$ cat config.mk
export PLATFORM = sky130hd
export DESIGN_NAME = global_bram_reader
export DESIGN_NICKNAME = d
export VERILOG_FILES = /design/src/rtl/global_bram_reader.sv
export SDC_FILE = /design/constraint.sdc
export NUM_CORES = 1
export LEC_CHECK = 0
export CAP_MARGIN = 20
export CORE_MARGIN = 4
export CORE_UTILIZATION = 38
export DETAILED_ROUTE_END_ITERATION = 7
export PLACE_DENSITY = 0.65
export SLEW_MARGIN = 20
export SYNTH_ARGS = -nofsm -noshare
export SYNTH_HDL_FRONTEND = slang
export SYNTH_SLANG_ARGS = --single-unit
$ cat constraint.sdc
create_clock -name clk -period 3.2 [get_ports clk]
set_clock_uncertainty 0.05 [all_clocks]
set_input_delay 0.48 -clock clk [delete_from_list [all_inputs] [get_ports clk]]
set_output_delay 0.48 -clock clk [all_outputs]
set_load 0.005 [all_outputs]
$ cat src/rtl/global_bram_reader.sv
// Read-side streamer for the global BRAM: fetches a run of words starting at
// a base address and emits them in order on a valid/ready stream. A 2-entry
// output buffer absorbs the BRAM's 1-cycle read latency and back-pressure.
module global_bram_reader #(
  parameter int DATA_WIDTH = 12,
  parameter int ADDR_WIDTH = 9
) (
  input  logic                  clk,
  input  logic                  rst,
  input  logic                  start,
  input  logic [ADDR_WIDTH-1:0] base_addr,
  input  logic [ADDR_WIDTH:0]   length,
  output logic                  busy,
  output logic                  done,
  output logic                  rd_en,
  output logic [ADDR_WIDTH-1:0] rd_addr,
  input  logic [DATA_WIDTH-1:0] rd_data,
  output logic                  m_valid,
  output logic [DATA_WIDTH-1:0] m_data,
  output logic                  m_last,
  input  logic                  m_ready
);

  typedef enum logic [1:0] {S_IDLE, S_FETCH, S_DRAIN, S_FIN} state_t;

  localparam logic [ADDR_WIDTH:0] ONE = {{ADDR_WIDTH{1'b0}}, 1'b1};

  state_t                r_state, w_next;
  logic [ADDR_WIDTH-1:0] r_base;
  logic [ADDR_WIDTH:0]   r_len;
  logic [ADDR_WIDTH:0]   r_issued;
  logic                  r_inflight;
  logic                  r_infl_last;
  logic [DATA_WIDTH-1:0] r_buf0, r_buf1;
  logic                  r_last0, r_last1;
  logic [1:0]            r_occ;

  logic                  w_pop;
  logic                  w_issue_last;
  logic                  w_accept;
  logic [2:0]            w_level;

  // Buffer head drives the stream directly; no path from rd_data.
  assign m_valid      = (r_occ != 2'd0);
  assign m_data       = r_buf0;
  assign m_last       = m_valid & r_last0;
  assign busy         = (r_state != S_IDLE);
  assign done         = (r_state == S_FIN);
  assign rd_addr      = r_base + r_issued[ADDR_WIDTH-1:0];
  assign w_pop        = m_valid & m_ready;
  assign w_issue_last = (r_issued == (r_len - ONE));
  assign w_accept     = (r_state == S_IDLE) & start;
  // Words that will sit in the buffer next cycle, counting the read in flight.
  assign w_level      = {1'b0, r_occ} + {2'b00, r_inflight} - {2'b00, w_pop};

  // State register.
  always_ff @(posedge clk or posedge rst) begin
    if (rst) r_state <= S_IDLE;
    else     r_state <= w_next;
  end

  // Next-state and read-issue decision.
  always_comb begin
    w_next = r_state;
    rd_en  = 1'b0;
    case (r_state)
      S_IDLE: begin
        if (start) w_next = (length == '0) ? S_FIN : S_FETCH;
      end
      S_FETCH: begin
        rd_en = (w_level < 3'd2);
        if (rd_en && w_issue_last) w_next = S_DRAIN;
      end
      S_DRAIN: begin
        if (w_pop && m_last) w_next = S_FIN;
      end
      S_FIN: begin
        w_next = S_IDLE;
      end
      default: w_next = S_IDLE;
    endcase
  end

  // Transfer bookkeeping: captured request, issue count and in-flight read tag.
  always_ff @(posedge clk or posedge rst) begin
    if (rst) begin
      r_base      <= '0;
      r_len       <= '0;
      r_issued    <= '0;
      r_inflight  <= 1'b0;
      r_infl_last <= 1'b0;
    end else begin
      r_inflight  <= rd_en;
      r_infl_last <= rd_en & w_issue_last;
      if (w_accept) begin
        r_base   <= base_addr;
        r_len    <= length;
        r_issued <= '0;
      end else if (rd_en) begin
        r_issued <= r_issued + ONE;
      end
    end
  end

  // Two-entry FIFO: entry 0 is the head; returning read data is pushed behind it.
  always_ff @(posedge clk or posedge rst) begin
    if (rst) begin
      r_buf0  <= '0;
      r_buf1  <= '0;
      r_last0 <= 1'b0;
      r_last1 <= 1'b0;
      r_occ   <= 2'd0;
    end else begin
      case ({r_inflight, w_pop})
        2'b10: begin
          if (r_occ == 2'd0) begin
            r_buf0  <= rd_data;
            r_last0 <= r_infl_last;
          end else begin
            r_buf1  <= rd_data;
            r_last1 <= r_infl_last;
          end
          r_occ <= r_occ + 2'd1;
        end
        2'b01: begin
          r_buf0  <= r_buf1;
          r_last0 <= r_last1;
          r_occ   <= r_occ - 2'd1;
        end
        2'b11: begin
          if (r_occ == 2'd1) begin
            r_buf0  <= rd_data;
            r_last0 <= r_infl_last;
          end else begin
            r_buf0  <= r_buf1;
            r_last0 <= r_last1;
            r_buf1  <= rd_data;
            r_last1 <= r_infl_last;
          end
        end
        default: ;
      endcase
    end
  end

endmodule

==> impl_metrics.ini, run 1 <==
[pwr]
powerDensity_nw_per_um2 = 865
pwr-share-clk_pct = 16.8
switching_share_pct = 38.6
p_seq_share_pct = 33.0
pwr-share-comb_pct = 50.2
p_switching_w = 0.00155
p_leak_nw = 2.09
ir_drop_mv = 0.424
p_int_w = 0.00247

[clock_tree]
clock_latency_ns = 0.34
ctsHtreeMaxLevel = 3
clock_path_buffers = 2
cts_tree = yes
clkTransAtPathRegs_ns = 0.07
clock_sinks = 61
cts_buffers = 9
cts-root-buf = clkbuf_8

[setup_path]
critPathArrivalTime_ns = 2.54
cp.depth = 10
rrSetupSlack_ns = 0.17
timing.rr.end = r_issued[7]
critPathMaxFanout = 3
ff2ff_path_depth = 14
endpoint_kind = primary output
r2r-start = r_occ[1]
worst_setup_path_start_kind = register
endpoint = rd_en
cp_top_family = adder cells
path_class = register to primary output
path_cells = inv_2 > ha_4 > inv_1 > nand2_2 > inv_2 > ha_4 > nor2_2 > fa_2 > nor3_4 > dlygate4sd2_1
worst-path-buf-inv = 4
cpMaxStageDelayCell = fa_2
cp.required_ns = 2.67
cp-startpoint = r_occ[1]
crit_path_max_incr_delay_ns = 0.48

[sta]
worst_slew_margin_rel_pct = 55.6
tightest_slew_ns = 0.667
final_max_slew_viol_count = 0
finalHoldViolCount = 0
finalSetupViolations = 0
hold_ws_ns = 0.431
rsz0062_at_grt = no
period_needed_ns = 3.07
fmax_mhz = 326
period_share_pct = 95.8
tns_ns = 0

[die]
die_x_um = 105
die_area_um2 = 10900
chipHeight_um = 105
coreArea_um2 = 8890
rows = 34
start_util_pct = 39.8
io_pins = 61

[drt]
wl_per_cell_um = 14.3
postRouteAntennaNets = 0
wl_um = 8160
via_per_inst = 5.14
drc = 0
drt_pre_antenna_iters = 4
drt-initial-drc-count = 94
via_count = 2932

[layout]
final_nets = 515
multi_input_comb_area_um2 = 1930
drive_gt1_share_pct = 15.6
diodes = 0
seqCellArea_um2 = 1530
area_delta_synth_final_pct = 31.6
n_fill_cell = 795

[logic_synthesis]
yosysTopAreaCell = dfrtp_1
synth_cell_types = 49
synth-async-reset-ratio_pct = 100
synth_ff_type = dfrtp_1
synth.avg_cell_area_um2 = 9.29
synthTopCellsByArea = dfrtp_1 (43%), nand2_1 (8.3%), ha_1 (7.4%), mux2_2 (4.1%), xnor2_1 (3.7%)
syn_inst = 381
synth_common_cells = nand2_1 (78), dfrtp_1 (61), o21ai_0 (26), inv_1 (22), ha_1 (21)
synth_edf_count = 0
ys_seq_area_share_pct = 43.1
synth_seq_cells = 61
synth_top_area_share_pct = 43.1
synth_fp_nets = 439
synth_most_common_cell = nand2_1
syn_area_um2 = 3540
yosys_warnings = 0

[grt]
grt_start_max_net_pins = 36
grt_pass1_vias = 2935
grt_overflow = 0
grt_first_pass_wirelength_um = 13900
gr-usage-all-layers_pct = 15.5
antenna_found_initial = 0

[run_status]
status = complete, no violations

[place]
gp_congestion = 0.877
port_buffers = 60
hpwlAfterDp_um = 5950

[min_path]
hold_start = m_data[3]
hold_class = register to register

[job]
maxCapViolations = 0
==> power by group through the flow <==
stage	Combinational [W]	Sequential (W)	Clock, W
after floorplan	0.00125	0.00125	0
after global placement	0.00189	0.00132	0
after detailed placement	0.00193	0.00134	0
after CTS	0.00197	0.00132	0.000697
after global routing	0.00227	0.00137	0.000738
final	0.00202	0.00133	0.000678
==> flip-flops by register name, summed over array words and instances, names as in the netlist <==
register and count:
m_data 12, r_last1 1, r_base 9, r_len 10
r_inflight 1, r_infl_last 1, r_state 2, r_buf1 12
r_occ 2, r_last0 1, r_issued 10
==> final cells by class <==
type                       count  area share (%)
sequential                    61            32.8
clock buffer                  10            2.74
tap                          108            2.90
multi-input combinational    280            41.5
timing repair buffer          83            16.9
clock inverter                 6            1.37
inverter                      22            1.77
==> cell usage in the layout, fill, tap and decap left out, types with 3 or more instances in the layout <==
master           synthesis  final
a21oi_2                  0      3
clkbuf_8                 0      9
xnor2_1                 15     14
nor2_1                  20     19
inv_2                    0      4
or4_1                    3      3
mux2_2                  13     13
clkdlybuf4s50_1          0     56
xor2_1                  11     11
a21oi_1                  6      3
nand3_1                  6      6
nor2b_1                  6      6
nor3_1                   8      8
nand2_1                 78     77
ha_1                    21     19
o21ai_0                 26     25
dlygate4sd2_1            0      3
dfrtp_1                 61     61
or3_1                    5      5
nand4_1                  6      6
a22oi_1                 13     13
inv_1                   22     18
buf_4                    0     21
==> timing repair <==
action                     CTS  global route
setup endpoints to repair    4             9
buffers inserted             0             4
hold buffers                 0             0
resized for setup            9            14
pin swaps                    4             9
==> cell families after synthesis <==
logic type | Yosys count | synth area share, %
AOI/OAI and AO/OA | 69 | 13.6
xor gates and xnor gates | 26 | 6.43
adders and majority gates | 23 | 8.55
buffers and inverters | 40 | 4.28
DFF | 61 | 43.1
muxes | 15 | 4.70
and+or+nand+nor | 147 | 19.3
==> worst min-delay path by stage <==
stage,to,slack [ns],depth (start not counted)
6_report,m_data[3],0.43,2
5_1_grt,r_base[2],0.45,2
4_1_cts,m_data[11],0.44,2
3_5_place_dp,m_data[11],0.42,2
3_3_place_gp,m_data[2],0.41,2
2_1_floorplan,r_base[0],0.40,2
==> routing by layer <==
metal  GRT usage [%]  part of all wire, %
met4            4.84                  1.2
met2            25.0                   49
met3            3.54                  4.2
met5               0                    0
met1            20.8                   46
==> worst register-to-register path, stage by stage, from the launching register on <==
cell	delay [ns]
dfrtp_1	0.43
inv_2	0.08
ha_4	0.16
inv_1	0.07
nand2_2	0.07
inv_2	0.07
ha_4	0.19
nor2_2	0.11
fa_2	0.48
nor3_4	0.27
buf_6	0.16
and3_4	0.18
nand4_1	0.11
or4_1	0.48
nand2_1	0.07
==> metrics by stage <==
step                      cells  worst slack (ns)  instance area, µm²  power [W]  utilization [%]
after floorplan             381            0.0206                3540    0.00250                -
after global placement      550            -0.115                4370    0.00322             49.1
after detailed placement    550            -0.143                4370    0.00327             49.1
after CTS                   566           0.00631                4570    0.00399             51.4
after global routing        570           0.00962                4660    0.00438             52.4
final                       570             0.135                4660    0.00403             52.4
No activity file was read; power rests on OpenSTA's default activity.
==> inputs of run 2 (changes only) <==
Settings changed: CORE_MARGIN 4 to not set.
==> impl_metrics.ini, run 2 (synthesis results as in run 1) <==
[place]
port_buffers = 60
dp_slack_ns = -0.0754
dp.cells = 549
gp_congestion = 0.843
hpwlAfterDp_um = 5590

[clock_tree]
clock_latency_ns = 0.34
ctsHoldBuffers = 0
clock_path_buffers = 2
cts_tree = yes
ctsHtreeMaxLevel = 3
cts-root-buf = clkbuf_8
clkTransAtPathRegs_ns = 0.07
clock_sinks = 61
cts_buffers = 9

[drt]
postRouteAntennaNets = 0
wl_um = 7950
via_count = 2890
drt-initial-drc-count = 101
drc = 0
drt_pre_antenna_iters = 6
via_per_inst = 5.10
wl_per_cell_um = 14.0

[setup_path]
worst-path-buf-inv = 4
endpoint_kind = register
critPathArrivalTime_ns = 3.21
crit_path_max_incr_delay_ns = 0.42
critPathMaxFanout = 3
crit_top_cell = inv_1
cp_top_family = simple AND/OR/NAND/NOR gates
worst_setup_path_start_kind = register
path_cells = inv_1 > ha_1 > inv_1 > nand2_1 > inv_1 > ha_1 > nor2_2 > fa_1 > xnor2_1 > nor3_2 > buf_4 > and3_1 > nand4_1 > or4_1 > nand2_1
path_class = register to register
cp.required_ns = 3.43
cpMaxStageDelayCell = fa_1

[layout]
final_util_pct = 51.8
final_nets = 512
final_common_cell = nand2_1
drive_gt1_share_pct = 12.9
seqCellArea_um2 = 1530
diodes = 0
fin_cells = 567
n_fill_cell = 831
final_cell_mix = nand2_1 (78), dfrtp_1 (61), clkdlybuf4s50_1 (56), o21ai_0 (24)
area_delta_synth_final_pct = 29.4
multi_input_comb_area_um2 = 1880

[sta]
rsz0062_at_grt = no
finalHoldViolCount = 0
final_max_slew_viol_count = 0
fin_ws_ns = 0.226
finalSetupViolations = 0
tightest_slew_ns = 0.765
fmax_mhz = 336
period_needed_ns = 2.97
worst_slew_margin_rel_pct = 49.0
period_share_pct = 92.9

[die]
chipHeight_um = 98.5
rows = 34
io_pins = 61
die_x_um = 98.5
die_area_um2 = 9710
coreArea_um2 = 8850
start_util_pct = 40.0

[pwr]
ir_drop_mv = 0.368
p_leak_nw = 2.09
powerDensity_nw_per_um2 = 869
power_w = 0.00398

[min_path]
hold_class = register to register

[grt]
grt_pass1_vias = 2886
gr-usage-all-layers_pct = 17.9
grt_start_max_net_pins = 62
grt_overflow = 0
grt_first_pass_wirelength_um = 13700
antenna_found_initial = 0

[job]
maxCapViolations = 0

[run_status]
status = complete, no violations
==> run 2: cell count changes in the layout (fill, tap and decap cells not counted), sizes merged <==
cell	before	now
buf	23	20
clkbuf	10	14
clkinv	3	1
clkinvlp	2	1
dlygate4sd2	3	1
dlymetal6s2s	1	2
==> run 2: stage by stage <==
step | hold slack (ns) | instance area, µm² | TNS (ns)
floorplan | 0.402 | 3540 | 0
global placement | 0.413 | 4340 | -0.0526
detailed placement | 0.420 | 4340 | -0.246
CTS | 0.437 | 4560 | 0
global route | 0.471 | 4580 | 0
finish | 0.426 | 4580 | 0
==> run 2: power by group <==
| part | switching [W] | internal (W) |
|---|---|---|
| Combinational | 0.000946 | 0.000988 |
| Clock | 0.000302 | 0.000423 |
| Sequential | 0.000250 | 0.00107 |
==> run 2: worst paths after layout <==
| path | to | slack (ns) | depth (start not counted) | startpoint |
|---|---|---|---|---|
| min reg2reg | m_data[0] | 0.43 | 2 | m_data[0] |
| min in group asynchronous | m_data[4] | 0.64 | 3 | rst |
| min | m_data[0] | 0.43 | 2 | m_data[0] |
| max in group asynchronous | r_len[8] | 1.97 | 3 | rst |
| max | r_issued[9] | 0.23 | 15 | r_occ[1] |
| max reg2reg | r_issued[9] | 0.23 | 15 | r_occ[1] |
==> run 2: layout make-up <==
| class | instances | share of cell area (%) |
|---|---|---|
| multi-input cells | 280 | 41.0 |
| flip-flops and latches | 61 | 33.3 |
| repair buffers | 80 | 16.4 |
| clock buffers | 13 | 3.69 |
| well taps | 108 | 2.95 |
| inverters | 22 | 1.80 |
| clock inverters | 3 | 0.928 |
==> run 2: tightest hold or removal path: cells and delay by family (launching register included) <==
kind | cells | cell delay [ns]
compound gates | 1 | 0.06
simple gates | 1 | 0.04
flops | 1 | 0.34
==> run 2: per-layer routing <==
metal  GRT usage (%)  share of wire [%]  routed length [µm]
met1            23.3                 48                3780
met2            28.8                 47                3720
met3            3.48                3.8                 302
met4            8.50                1.8                 145
met5               0                  0                   0
==> run 2: what timing repair did <==
item / CTS / global route
resized for setup: 6 / 8
pin swaps: 2 / 4
endpoints found under the setup margin: 4 / 6
setup buffers: 1 / 1
